<file path="config.mk">
export PLATFORM = sky130hd
export DESIGN_NAME = pipe_hazard_ctrl
export DESIGN_NICKNAME = d
export VERILOG_FILES = /design/src/rtl/pipe_hazard_ctrl.sv
export SDC_FILE = /design/constraint.sdc
export NUM_CORES = 1
export LEC_CHECK = 0
export BUFFER_PORTS_ARGS = -buffer_cell sky130_fd_sc_hd__buf_2
export CAP_MARGIN = 25
export CORE_MARGIN = 3
export CORE_UTILIZATION = 46
export CTS_CLUSTER_DIAMETER = 200
export CTS_CLUSTER_SIZE = 8
export DETAILED_ROUTE_END_ITERATION = 10
export PLACE_DENSITY_LB_ADDON = 0.15
export SLEW_MARGIN = 20
export SYNTH_ARGS = -nofsm -noshare
export SYNTH_HDL_FRONTEND = slang
export SYNTH_SLANG_ARGS = --single-unit
</file>
<file path="constraint.sdc">
create_clock -name clk -period 2.65 [get_ports clk]
set_input_delay 0.1325 -clock clk [delete_from_list [all_inputs] [get_ports clk]]
set_output_delay 0.1325 -clock clk [all_outputs]
set_load 0.01 [all_outputs]
</file>
<file path="src/rtl/pipe_hazard_ctrl.sv">
// Decode-stage hazard/sequencing controller: tracks X/M/W destination tags,
// builds the forwarding vector, stalls on non-forwardable hazards, kills
// decode on redirect and drains/parks the pipe after HALT.
module pipe_hazard_ctrl (
    input  logic        clk,
    input  logic        rst,
    input  logic        Valid_D,
    input  logic        Read1_used,
    input  logic        Read2_used,
    input  logic [2:0]  Read1_sel,
    input  logic [2:0]  Read2_sel,
    input  logic [2:0]  Rd_sel_D,
    input  logic        RegWrite_D,
    input  logic        MemRead_D,
    input  logic        ValidFwd_D,
    input  logic        Halt_D,
    input  logic        Redirect_X,
    output logic        Stall_F,
    output logic        Bubble_X,
    output logic        Flush_D,
    output logic [11:0] Forwarding_vector,
    output logic        Halted
);

    typedef struct packed {
        logic       v;
        logic [2:0] rd;
        logic       ld;
        logic       fwd;
    } tag_t;

    typedef enum logic [1:0] {S_RUN, S_DRAIN, S_HALTED} state_t;

    state_t     state, state_nxt;
    logic [1:0] cnt, cnt_nxt;
    tag_t       tag_x, tag_m, tag_w, tag_x_nxt;
    logic       haz, accept, halt_go;

    // X entry whose value is not yet available (load, or non-forwardable) and is read by decode
    always_comb begin
        haz = Valid_D & tag_x.v & (tag_x.ld | ~tag_x.fwd) &
              ((Read1_used & (Read1_sel == tag_x.rd)) |
               (Read2_used & (Read2_sel == tag_x.rd)));
    end

    // Control outputs, decode acceptance and next state; redirect wins over stall
    always_comb begin
        Stall_F   = 1'b1;
        Bubble_X  = 1'b1;
        Flush_D   = 1'b0;
        accept    = 1'b0;
        halt_go   = 1'b0;
        state_nxt = state;
        cnt_nxt   = cnt;
        tag_x_nxt = '0;
        case (state)
            S_RUN: begin
                Stall_F  = haz & ~Redirect_X;
                Flush_D  = Redirect_X;
                Bubble_X = haz | Redirect_X;
                accept   = Valid_D & RegWrite_D & ~Stall_F & ~Flush_D;
                halt_go  = Valid_D & Halt_D & ~Stall_F & ~Flush_D;
                if (halt_go) begin
                    state_nxt = S_DRAIN;
                    cnt_nxt   = 2'd0;
                end
            end
            S_DRAIN: begin
                cnt_nxt = cnt + 2'd1;
                if (cnt == 2'd2) state_nxt = S_HALTED;
            end
            default: state_nxt = S_HALTED;
        endcase
        // Bubbles carry an all-zero tag so drained fields read back as zero
        if (accept) tag_x_nxt = '{v: 1'b1, rd: Rd_sel_D, ld: MemRead_D, fwd: ValidFwd_D};
    end

    // Tag pipe advances every cycle; state and drain counter registered alongside
    always_ff @(posedge clk) begin
        if (!rst) begin
            state <= S_RUN;
            cnt   <= 2'd0;
            tag_x <= '0;
            tag_m <= '0;
            tag_w <= '0;
        end else begin
            state <= state_nxt;
            cnt   <= cnt_nxt;
            tag_x <= tag_x_nxt;
            tag_m <= tag_x;
            tag_w <= tag_m;
        end
    end

    // X result is only forwardable once it is a computed (non-load) value
    assign Forwarding_vector = {tag_w.v, tag_w.rd,
                                tag_m.v, tag_m.rd,
                                tag_x.v & tag_x.fwd & ~tag_x.ld, tag_x.rd};
    assign Halted = (state == S_HALTED);

endmodule

</file>
==> flow_metrics.tcl, run 1 <==
set metrics [dict create \
    drt_wl_total_um 1346 \
    grt_pass1_vias 483 \
    cts.sinks 18 \
    die_area_sq_mm 0.002043 \
    status "complete, no violations" \
    post-cts-setup-buffer-count 0 \
    h-tree-depth 1 \
    netlist.area_leader.share_pct 50.97 \
    nNetsFinal 127 \
    fin_area_sq_um 905.9 \
    placed_cell_area_sq_um 869.6 \
    maxSlewViolCount 0 \
    routabilityCongestion 0.7692 \
    synthCells 72 \
    start_kind "flop" \
    max-slew-margin-rel_pct 78.48 \
    fmax_mhz 595.4 \
    worstSetupPathType "reg2out" \
    rsz0062_at_grt "false" \
    drt_iter0_drc 5 \
    path_clk_slew_ps 100 \
    cts_made_buffers 3 \
    seq_area_frac_synth_pct 50.97 \
    critical_path_required_ps 2520 \
    io-pin-count 35 \
    first_pass_iters 2 \
    core-area_sq_mm 0.001366 \
    p_per_area_mw_per_mm2 542.9 \
    syn_area_per_cell_sq_um 9.818 \
    tns_ps 0 \
    r2r_cells 5 \
    path_max_fanout 4 \
    die_h_um 45.20 \
    syn_area_sq_um 706.9 \
    fillCellCount 131 \
    post-route-drc-count 0 \
    area_growth_pct 28.14 \
    p_leak_nw 0.4301 \
    antenna_left 0 \
    cts.repair.resized 0 \
    hold_ws_ps 32.51 \
    finalCritPeriodShare_pct 63.37 \
    num_vias 566 \
    grt_start_max_net_pins 14 \
    clk_path_buf_depth 2 \
    rows 13 \
    cp-end-kind "output port" \
    cts-root-buf "clkbuf_4" \
    clock_latency_ps 290 \
    antenna_found_initial 0 \
    grt_use_total_pct 14.36 \
    yosys_warnings 0 \
    fin_crit_ps 1679 \
    antenna_cells 0 \
    synth_area_leaders "dfxtp_1, and2_1, xnor2_1" \
    holdPathStages 2 \
    layout-drive-gt1-share_pct 38.68 \
    setup_viol 0 \
    syn-num-nets 92 \
    portBuffers 34 \
    finalClockSkew_ps 2.201 \
    holdBufCountCts 0 \
    start_util_pct 51.74 \
    wl_per_cell_um 11.12 \
    hp-class "in2reg" \
    cts_tree "built" \
    drv_cap 0 \
    ys_types 21 \
    fp.dieW_um 45.20 \
    netlist.top_cell.by_area "dfxtp_1" \
    grt_pass1_wl_um 2056 \
    crit_arrival_ps 1550 \
    gr-total-overflow 0 \
    worst_pin_slew_ps 320.4 \
    synth-seq-cells 18 \
    vdd_drop_max_uv 520.4 \
    dp.cells 117 \
    via_per_inst 4.678 \
    final_core_util_pct 66.30 \
    hold_violations 0 \
    fin_cells 121 \
]
-- cell usage in the layout (no fill, tap or decap) --
cell type,Yosys,layout
o32ai_1,1,1
o21a_1,1,1
and2_2,1,1
nand2b_1,3,3
xnor2_1,6,6
nor2_1,7,7
and2_1,12,12
clkbuf_4,0,3
dfxtp_1,18,18
nor3_1,1,1
nand3_1,5,5
nor4_4,1,1
a21oi_1,1,1
clkbuf_8,0,1
nand2_1,1,1
inv_1,3,3
nand4_1,2,2
o22ai_1,1,1
buf_2,0,34
nor2b_1,2,2
a21oi_2,1,1
ha_1,1,1
-- per-stage QoR --
stage	worst slack, ps	total power (W)
after floorplan	1435	0.0003085
after global placement	1309	0.0003289
after detailed placement	1295	0.0003299
after CTS	956.9	0.0004922
after global routing	822.1	0.0005121
final	970.6	0.0004918
-- logic make-up (layout without fill, tap and decap cells) --
logic type	count (synthesis)	after routing	synth area share, %
buffers and inverters	7	41	5.309
XOR/XNOR	6	6	7.434
flip-flops	18	18	50.97
AND/OR/NAND/NOR	35	35	29.38
AO/OA/AOI/OAI	5	5	5.133
adder cells (fa/ha/maj)	1	1	1.770
-- worst max-delay path, cell delays in order, from the launching register on --
cell	delay (ps)
dfxtp_1	420
xnor2_1	140
nand4_1	130
a21oi_2	260
nor3_1	90
nor2_1	90
buf_2	130
-- Yosys cell counts --
master     n
a21oi_2    1
and2_2     1
nor2b_1    2
clkbuf_1   1
and2_1    12
ha_1       1
nor4_4     1
o21a_1     1
nand3_1    5
a21oi_1    1
nor3_1     1
nand2_1    1
buf_4      3
nor2_1     7
nand4_1    2
inv_1      3
nand2b_1   3
dfxtp_1   18
xnor2_1    6
o32ai_1    1
o22ai_1    1
-- layer usage --
| layer | share of wire [%] | global-route usage [%] |
|---|---|---|
| met1 | 40 | 16.18 |
| met3 | 7.9 | 5.976 |
| met2 | 51 | 24.01 |
| met5 | 0 | 0 |
| met4 | 0.89 | 5.263 |
-- sequential cells by signal, indices dropped and copies added, names as in the netlist --
name               count
state                  2
Forwarding_vector     11
tag_x                  3
cnt                    2
-- power breakdown --
| group | switching (W) | internal (W) | total [W] | leakage [nW] |
|---|---|---|---|---|
| Clock | 0.0000845 | 0.0000837 | 0.000168 | 0.0210 |
| Sequential | 0.00000383 | 0.000275 | 0.000279 | 0.146 |
| Combinational | 0.0000212 | 0.0000234 | 0.0000446 | 0.264 |
-- worst paths after layout --
| kind | start | end | slack [ps] |
|---|---|---|---|
| setup reg to reg | Forwarding_vector[0]$_SDFF_PN0_ | state[0]$_SDFFE_PN0P_ | 1300 |
| setup / recovery | Forwarding_vector[0]$_SDFF_PN0_ | Stall_F | 970 |
| hold / removal | Rd_sel_D[1] | Forwarding_vector[1]$_SDFF_PN0_ | 30 |
| hold reg to reg | Forwarding_vector[6]$_SDFF_PN0_ | Forwarding_vector[10]$_SDFF_PN0_ | 460 |
-- cell type report --
| class | count | area (sq um) | area share, % |
|---|---|---|---|
| clock buffers | 4 | 36.28 | 4.006 |
| multi-input cells | 47 | 309.0 | 34.12 |
| flip-flops and latches | 18 | 360.3 | 39.78 |
| repair buffers | 34 | 170.2 | 18.78 |
| inverters | 3 | 11.26 | 1.243 |
| well taps | 15 | 18.77 | 2.072 |
No activity file was read; power rests on OpenSTA's default activity.
==> run 2, diff against run 1 <==
--- a/config.mk
+++ b/config.mk
@@ -8,7 +8,7 @@
 export BUFFER_PORTS_ARGS = -buffer_cell sky130_fd_sc_hd__buf_2
 export CAP_MARGIN = 25
 export CORE_MARGIN = 3
-export CORE_UTILIZATION = 46
+export CORE_UTILIZATION = 39
 export CTS_CLUSTER_DIAMETER = 200
 export CTS_CLUSTER_SIZE = 8
 export DETAILED_ROUTE_END_ITERATION = 10
==> constraint.sdc (replaced) <==
create_clock -name clk -period 1.4 [get_ports clk]
set_input_delay 0.07 -clock clk [delete_from_list [all_inputs] [get_ports clk]]
set_output_delay 0.07 -clock clk [all_outputs]
set_load 0.01 [all_outputs]
==> run 2 against run 1 <==
  * The flow now finishes with violations (negative setup slack)
  * Critical path depth unchanged
  * Hold slack better by 63 ps
  * Clock-buffer cell count unchanged
  * Total power up 90%
==> flow_metrics.tcl, run 2 (same netlist as run 1, synthesis figures left out) <==
set metrics [dict create \
    start_util_pct 43.87 \
    nNetsFinal 135 \
    fin_ws_ps -69.45 \
    worst_pin_slew_ps 316.7 \
    fin_crit_ps 1469 \
    maxSlewViolCount 0 \
    wl_met2_um 801 \
    violations "negative setup slack" \
    die_area_sq_mm 0.002360 \
    wl_met1_um 562 \
    cts-root-buf "clkbuf_4" \
    antenna_found_initial 0 \
    drv_cap 0 \
    power.net_switching_w 0.0001999 \
    detailed_place_hpwl_um 1070 \
    cts_made_buffers 3 \
    finalCritPeriodShare_pct 105.0 \
    die_h_um 48.58 \
    critical_path_required_ps 1330 \
    pwr-share-comb_pct 10.8 \
    p_sw_share_pct 21.38 \
    seqPwrFrac_pct 56.4 \
    path_clk_slew_ps 90 \
    setup_viol 2 \
    gr-total-overflow 0 \
    routabilityCongestion 0.7010 \
    largest_reg_flops 11 \
    grt_start_max_net_pins 14 \
    num_vias 598 \
    core-area_sq_mm 0.001612 \
    maxUsedRoutingLayer "met4" \
    drt_wl_total_um 1499 \
    io-pin-count 35 \
    vdd_drop_max_uv 592.1 \
    grt_pass1_vias 505 \
    fp.dieW_um 48.58 \
    clk_path_buf_depth 2 \
    layout_common_cells "buf_2, dfxtp_1, and2_1, nor2_1" \
    cp-end-kind "output port" \
    rsz0062_at_grt "true" \
    clkPwrFrac_pct 32.8 \
    p_per_area_mw_per_mm2 920.5 \
    drt_iter0_drc 9 \
    fmax_mhz 680.5 \
    first_pass_iters 4 \
    layout-drive-gt1-share_pct 43.86 \
    path_max_fanout 3 \
    crit_arrival_ps 1400 \
    tns_ps -115.0 \
    fin_area_sq_mm 0.001016 \
    routed-wl-met3_um 119 \
    p_total_w 0.0009352 \
    post-route-drc-count 0 \
    p_int_w 0.0007353 \
    cts_tree "built" \
    finalClockSkew_ps 5.404 \
    area_growth_pct 43.72 \
    antenna_left 0 \
    max-slew-margin-rel_pct 78.73 \
    portBuffers 34 \
    rows 14 \
    place_ws_ps 96.32 \
    grt_use_total_pct 12.86 \
    cts.sinks 18 \
    antenna_cells 0 \
    hold_violations 0 \
    final_core_util_pct 63.04 \
    worstSetupPathType "reg2out" \
    start_kind "flop" \
    final_common_cell "buf_2" \
    hp-class "in2reg" \
    wl_per_cell_um 10.86 \
    h-tree-depth 1 \
    clock_latency_ps 290 \
    status "finished with violations" \
    p_leak_nw 0.4777 \
    placed_cell_area_sq_um 880.8 \
    grt_pass1_wl_um 2256 \
    via_per_inst 4.333 \
]
==> run 2: cell types whose count changed in the layout (fill, tap and decap cells not counted) <==
cell           before  now
xnor2_2             0    2
dfxtp_2             0    2
buf_4               0    3
nor3_1              1    0
xnor2_1             6    4
dfxtp_4             0    1
dlygate4sd3_1       0    5
dfxtp_1            18   15
nor3_2              0    1
==> run 2: area by class of cell <==
class | count | area, sq um
Clock buffer | 4 | 36.28
Tap cell | 24 | 30.03
Multi-Input combinational cell | 47 | 329.1
Fill cell | 147 | 595.6
Timing Repair Buffer | 42 | 242.7
Sequential cell | 18 | 366.6
Inverter | 3 | 11.26
==> run 2: layer usage <==
layer / GRT usage (%) / up-vias
met2: 23.39 / 23
met4: 5.687 / 0
met1: 12.59 / 258
li1: - / 315
met3: 5.521 / 2
met5: 0 / -
==> run 2: path summary, 6_finish.rpt <==
check	end	startpoint	slack [ps]	cells after the start
worst max-delay path	Stall_F	Forwarding_vector[1]$_SDFF_PN0_	-70	6
worst min register to register	Forwarding_vector[11]$_SDFF_PN0_	Forwarding_vector[7]$_SDFF_PN0_	460	1
worst min-delay path	tag_x[5]$_SDFF_PN0_	RegWrite_D	100	3
worst max register to register	state[0]$_SDFFE_PN0P_	Forwarding_vector[1]$_SDFF_PN0_	80	6
==> run 2: critical path, cell delays in order (launching register included) <==
cell and delay [ps]:
dfxtp_2 370, xnor2_1 120, nand4_1 140, a21oi_2 200
nor3_2 70, nor2_1 90, buf_2 130
==> run 2: what timing repair did <==
item,4_1_cts,5_1_grt
hold buffers,5,0
endpoints found under the setup margin,2,7
gates cloned,0,0
endpoints found under the hold margin,5,0
resized for setup,7,0
pin swaps,5,1
setup buffers,3,0
==> run 2: through the flow <==
stage,std cells,hold WS [ps]
finish,138,95.02
floorplan,72,191.7
global placement,126,272.2
detailed placement,126,271.5
CTS,138,90.18
global route,138,101.0
==> run 2: power by group through the flow <==
stage / Sequential, W / Combinational [W] / Clock (W)
2_1_floorplan: 0.000540 / 0.0000443 / 0
3_3_place_gp: 0.000540 / 0.0000841 / 0
3_5_place_dp: 0.000540 / 0.0000844 / 0
4_1_cts: 0.000527 / 0.000100 / 0.000320
5_1_grt: 0.000529 / 0.000111 / 0.000345
6_report: 0.000527 / 0.000101 / 0.000307
